[src/rtl/mips_pkg.sv]
// Shared MIPS front-end definitions: reset/bubble defaults, opcode constants,
// and the IF/ID pipeline record used by the fetch stage.
package mips_pkg;

  localparam logic [31:0] RESET_PC_DEFAULT  = 32'h0000_0000;
  localparam logic [31:0] NOP_INSTR_DEFAULT = 32'h0000_0000;

  localparam logic [5:0] OPCODE_RTYPE = 6'b000000;
  localparam logic [5:0] OPCODE_J     = 6'b000010;
  localparam logic [5:0] OPCODE_BEQ   = 6'b000100;

  // Source of the next PC, listed from lowest to highest priority.
  typedef enum logic [1:0] {
    PC_SEQ    = 2'd0,
    PC_HOLD   = 2'd1,
    PC_BRANCH = 2'd2,
    PC_JUMP   = 2'd3
  } pc_sel_e;

  typedef enum logic [1:0] {
    IFID_LOAD   = 2'd0,
    IFID_HOLD   = 2'd1,
    IFID_BUBBLE = 2'd2
  } if_id_op_e;

  typedef struct packed {
    logic [31:0] instr;
    logic [31:0] pc_plus4;
    logic        valid;
  } if_id_t;

  // J-type target: upper nibble of the delay-slot PC plus the 26-bit word index.
  function automatic logic [31:0] jump_target(input logic [31:0] pc_plus4,
                                              input logic [31:0] instr);
    return {pc_plus4[31:28], instr[25:0], 2'b00};
  endfunction

  function automatic logic [31:0] word_align(input logic [31:0] addr);
    return addr & 32'hFFFF_FFFC;
  endfunction

endpackage

[src/rtl/if_id_reg.sv]
// IF/ID pipeline register: loads, holds or bubbles the fetched instruction and
// counts every valid instruction handed to decode.
module if_id_reg
  import mips_pkg::*;
#(
  parameter logic [31:0] NOP_INSTR = NOP_INSTR_DEFAULT
) (
  input  logic        clk,
  input  logic        rst,
  input  logic        stall,
  input  logic        bubble,
  input  logic [31:0] fetch_instr,
  input  logic [31:0] fetch_pc_plus4,
  output logic [31:0] instr,
  output logic [31:0] pc_plus4,
  output logic        valid,
  output logic [31:0] count
);

  if_id_t    if_id_r;
  logic [31:0] count_r;
  if_id_op_e op_s;
  if_id_t    bubble_s;
  if_id_t    fetched_s;

  assign bubble_s  = '{instr: NOP_INSTR, pc_plus4: 32'h0000_0000, valid: 1'b0};
  assign fetched_s = '{instr: fetch_instr, pc_plus4: fetch_pc_plus4, valid: 1'b1};

  // Bubble beats stall so a flush during a hold still squashes the slot.
  always_comb begin
    op_s = IFID_LOAD;
    if (bubble) begin
      op_s = IFID_BUBBLE;
    end else if (stall) begin
      op_s = IFID_HOLD;
    end else begin
      op_s = IFID_LOAD;
    end
  end

  // Pipeline register update.
  always_ff @(posedge clk) begin
    if (rst) begin
      if_id_r <= bubble_s;
    end else begin
      case (op_s)
        IFID_LOAD:   if_id_r <= fetched_s;
        IFID_HOLD:   if_id_r <= if_id_r;
        IFID_BUBBLE: if_id_r <= bubble_s;
        default:     if_id_r <= bubble_s;
      endcase
    end
  end

  // Valid-fetch counter; wraps naturally at 2^32.
  always_ff @(posedge clk) begin
    if (rst) begin
      count_r <= 32'h0000_0000;
    end else if (op_s == IFID_LOAD) begin
      count_r <= count_r + 32'd1;
    end else begin
      count_r <= count_r;
    end
  end

  assign instr    = if_id_r.instr;
  assign pc_plus4 = if_id_r.pc_plus4;
  assign valid    = if_id_r.valid;
  assign count    = count_r;

endmodule

[src/rtl/fetch_stage.sv]
// MIPS instruction fetch: PC register, prioritised next-PC selection and the
// IF/ID register feeding decode.
module fetch_stage
  import mips_pkg::*;
#(
  parameter logic [31:0] RESET_PC  = RESET_PC_DEFAULT,
  parameter logic [31:0] NOP_INSTR = NOP_INSTR_DEFAULT
) (
  input  logic        clk,
  input  logic        rst,
  input  logic        stall,
  input  logic        flush,
  input  logic        branch_taken,
  input  logic [31:0] branch_target,
  input  logic        jump,
  output logic [31:0] imem_addr,
  input  logic [31:0] imem_rdata,
  output logic [31:0] if_id_instr,
  output logic [31:0] if_id_pc_plus4,
  output logic        if_id_valid,
  output logic [5:0]  opcode,
  output logic [5:0]  funct,
  output logic [31:0] fetch_count
);

  logic [31:0] pc_r;
  logic [31:0] pc_plus4_s;
  logic [31:0] next_pc_s;
  pc_sel_e     pc_sel_s;
  logic        redirect_s;
  logic        bubble_s;

  assign pc_plus4_s = pc_r + 32'd4;
  assign redirect_s = jump | branch_taken;
  assign bubble_s   = redirect_s | flush;

  // Redirects outrank stall; jump outranks branch.
  always_comb begin
    pc_sel_s = PC_SEQ;
    if (jump) begin
      pc_sel_s = PC_JUMP;
    end else if (branch_taken) begin
      pc_sel_s = PC_BRANCH;
    end else if (stall) begin
      pc_sel_s = PC_HOLD;
    end else begin
      pc_sel_s = PC_SEQ;
    end
  end

  // Next-PC mux; the jump target comes from the instruction already in IF/ID.
  always_comb begin
    next_pc_s = pc_plus4_s;
    case (pc_sel_s)
      PC_SEQ:    next_pc_s = pc_plus4_s;
      PC_HOLD:   next_pc_s = pc_r;
      PC_BRANCH: next_pc_s = word_align(branch_target);
      PC_JUMP:   next_pc_s = jump_target(if_id_pc_plus4, if_id_instr);
      default:   next_pc_s = pc_plus4_s;
    endcase
  end

  // Program counter.
  always_ff @(posedge clk) begin
    if (rst) begin
      pc_r <= RESET_PC;
    end else begin
      pc_r <= next_pc_s;
    end
  end

  if_id_reg #(
    .NOP_INSTR (NOP_INSTR)
  ) u_if_id (
    .clk            (clk),
    .rst            (rst),
    .stall          (stall),
    .bubble         (bubble_s),
    .fetch_instr    (imem_rdata),
    .fetch_pc_plus4 (pc_plus4_s),
    .instr          (if_id_instr),
    .pc_plus4       (if_id_pc_plus4),
    .valid          (if_id_valid),
    .count          (fetch_count)
  );

  assign imem_addr = pc_r;
  assign opcode    = if_id_instr[31:26];
  assign funct     = if_id_instr[5:0];

endmodule
[config.mk]
export PLATFORM = sky130hd
export DESIGN_NAME = fetch_stage
export DESIGN_NICKNAME = d
export VERILOG_FILES = /design/src/rtl/mips_pkg.sv /design/src/rtl/if_id_reg.sv /design/src/rtl/fetch_stage.sv
export SDC_FILE = /design/constraint.sdc
export NUM_CORES = 1
export LEC_CHECK = 0
export ABC_AREA = 1
export BUFFER_PORTS_ARGS = -buffer_cell sky130_fd_sc_hd__buf_2
export CAP_MARGIN = 20
export CORE_AREA = 2 2 122 124
export CTS_CLUSTER_SIZE = 16
export DETAILED_ROUTE_END_ITERATION = 10
export DIE_AREA = 0 0 124 126
export GPL_TIMING_DRIVEN = 0
export PLACE_DENSITY = 0.75
export SYNTH_ARGS = -nofsm -noshare
export SYNTH_HDL_FRONTEND = slang
export SYNTH_SLANG_ARGS = --single-unit
export TNS_END_PERCENT = 30
[constraint.sdc]
create_clock -name clk -period 1.7 [get_ports clk]
set_clock_uncertainty 0.2 [all_clocks]
set_input_delay 0.17 -clock clk [delete_from_list [all_inputs] [get_ports clk]]
set_output_delay 0.17 -clock clk [all_outputs]
set_load 0.02 [all_outputs]
==> reports/metrics.csv <==
stage,metric,value,unit
status,outcome,finished with violations,
status,violations,setup timing,
placement,dpl.hpwl,16300,µm
logic_synthesis,synth.avg_cell_area,6.69,µm²
clocking,clk_latency,0.43,ns
logic_synthesis,synth_top_area_frac,0.388,
setup_path,cp.required,1.79,ns
global_route,grt_pass1_wl,35700,µm
detailed_routing,drc,0,
floorplan,die_h,126,µm
layout,drive_gt1_frac,0.336,
floorplan,core,0.0143,mm²
setup_path,cp-end-kind,flop,
clocking,cts_tree,yes,
power,leakage,4.14,nW
logic_synthesis,async_reset_ff_frac,0,
run,drv_cap,0,
placement,place_congestion,0.929,
setup_path,ff2ff_path_depth,10,
detailed_routing,via_per_inst,5.26,
setup_path,path_cells,ha_4 -> nand2_4 -> nor2_4 -> nand2_4 -> nor2_4 -> nand2_2 -> nand2_1 -> nand2_1 -> nand2_1 -> a21oi_1,
detailed_routing,drtIter0Drc,700,
sta,slew_violations,0,
sta,setup_viol,12,
logic_synthesis,yosysSeqAreaShare,0.388,
placement,port_buffers,202,
sta,fin_ws,-0.0897,ns
clocking,root_buffer,clkbuf_16,
logic_synthesis,syn-cell-area,0.00645,mm²
setup_path,crit_path_frequent_cell,nand2_1,
sta,hold_viol,0,
global_route,grt_max_degree,17,
setup_path,r2r_slack,-0.09,ns
power,ir_worst_vdd,0.695,mV
setup_path,critPathBufInv,0,
floorplan,die_w,124,µm
logic_synthesis,synth_warnings,0,
clocking,cts_sinks,125,
placement,place_ws,-0.267,ns
logic_synthesis,synth.distinct_cells,43,
global_route,grt_use_total,0.296,
layout,instances_no_fill,1456,
detailed_routing,antenna_left,0,
setup_path,cp-start-kind,flop,
placement,place_inst,1353,
setup_path,r2r_start,imem_addr[3],
sta,slew_headroom,0.501,
logic_synthesis,yosys_register_bits,125,
global_route,overflow,0,
global_route,antenna_found_initial,0,
sta,tightest_slew,0.748,ns
setup_path,crit_path_start,imem_addr[3],
floorplan,die_area,0.0156,mm²
min_path,hold_class,input pin to flop,
logic_synthesis,synth_edf_count,0,
setup_path,critical_path_class,flop to flop,
sta,final.period_utilization,1.05,
clocking,clk_path_buf_depth,2,
setup_path,cp.arrival,1.88,ns
clocking,htreeDepth,4,
layout,nNetsFinal,1330,
logic_synthesis,ys.flop_type,dfxtp_1,
sta,finalSetupTns,-0.463,ns
floorplan,ios,211,
clocking,cts_buffers,17,
detailed_routing,wl_per_cell,16.3,µm
logic_synthesis,synthTopCellsByArea,"dfxtp_1, nand2_1, a21oi_1",
logic_synthesis,yosysTopAreaCell,dfxtp_1,
setup_path,path_delay_family,simple AND/OR/NAND/NOR gates,
layout,mostFrequentLayoutCells,"nand2_1, buf_2, a21oi_1",
sta,period_needed,1.79,ns
sta,whs,0.00468,ns
layout,area_delta_synth_final,47.0,%
setup_path,critPathMaxStageDelay,0.37,ns
setup_path,crit_slowest_cell,dfxtp_4,
floorplan,rows,44,
setup_path,endpoint,u_if_id.pc_plus4[22],
floorplan,start_util,0.450,
detailed_routing,firstDrtPassIters,5,
logic_synthesis,syn_inst,964,
sta,rsz0062_at_grt,yes,
global_route,grt_pass1_vias,7080,
detailed_routing,vias,7653,
detailed_routing,routed_wl,23700,µm
setup_path,regToRegEndpoint,u_if_id.pc_plus4[22],
setup_path,cp.depth,10,
layout,mostFrequentLayoutCell,nand2_1,
setup_path,worstPathMaxFanout,5,
clocking,clkTransAtPathRegs,0.06,ns
power,power.density,858,mW/mm²
sta,fmax,0.559,GHz
[cell type report]
cell class	count	area [µm²]
antenna	1	2.50
buffer	56	322
clock inverter	11	238
timing repair buffer	272	1690
fill	1199	4830
clock buffer	21	450
inverter	60	233
multi-input combinational	726	3740
tap	184	230
sequential	125	2580
[how the worst min path moves through the flow]
stage / start / to / depth (start not counted)
after floorplan: imem_rdata[15] / u_if_id.instr[15] / 2
after global placement: imem_rdata[26] / u_if_id.instr[26] / 3
after detailed placement: imem_rdata[16] / u_if_id.instr[16] / 3
after CTS: branch_target[8] / imem_addr[8] / 4
after global routing: branch_target[13] / imem_addr[13] / 4
final: branch_target[8] / imem_addr[8] / 4
[logic make-up (layout without fill, tap and decap cells)]
family	count (synthesis)	count (layout)	synth area share
simple gates	537	537	0.352
flops	125	125	0.388
other cells	1	5	0.000582
fa+ha+maj	2	2	0.00388
compound gates	169	169	0.152
xor+xnor	14	14	0.0190
buf+inv	116	420	0.0844
[Yosys cell counts (all sizes together) (2+ instances only)]
cell    number
nand3b      13
o221a        6
o21ai       30
o21bai       2
nand3       32
inv         60
or2          6
buf         42
o21a         2
a21oi      104
nor3         3
dfxtp      125
clkbuf      14
xor2        13
nor2       122
and2         4
o221ai       9
a221oi      11
nand4        3
ha           2
nand2      352
[per-layer routing]
| metal | global-route usage | up-vias | routed length [µm] |
|---|---|---|---|
| met3 | 0.0716 | 73 | 2110 |
| li1 | - | 3699 | - |
| met4 | 0.131 | 0 | 817 |
| met2 | 0.501 | 361 | 11800 |
| met5 | 0 | - | 0 |
| met1 | 0.354 | 3520 | 8950 |
[worst min-delay path: stages]
cell,delay [ns]
buf_2,0.10
o221ai_1,0.18
a21o_1,0.09
a21oi_1,0.05
[sequential cells by signal, indices dropped and copies added, names as in the netlist]
register / count
u_if_id.pc_plus4: 30
u_if_id.valid: 1
u_if_id.count: 32
imem_addr: 30
u_if_id.instr: 32
[power breakdown]
group          internal [mW]  switching [mW]
registers               2.99          0.0830
logic                  0.328           0.455
clock network           2.93            1.35
total                   6.25            1.89
[repair_timing]
action	CTS	global route
pin swaps	15	25
buffers inserted	5	5
endpoints found under the setup margin	45	77
gates resized for setup	41	106
hold endpoints to repair	54	0
hold buffers	60	0
cloned	0	0
[metrics by stage]
stage	area [µm²]	total power, mW	util
6_report	9480	8.13	0.662
5_1_grt	9480	8.36	0.662
4_1_cts	9160	8.10	0.640
3_5_place_dp	7710	3.75	0.538
3_3_place_gp	7710	3.74	0.538
2_1_floorplan	6460	3.48	-
Power figures use the tool's default switching activity.
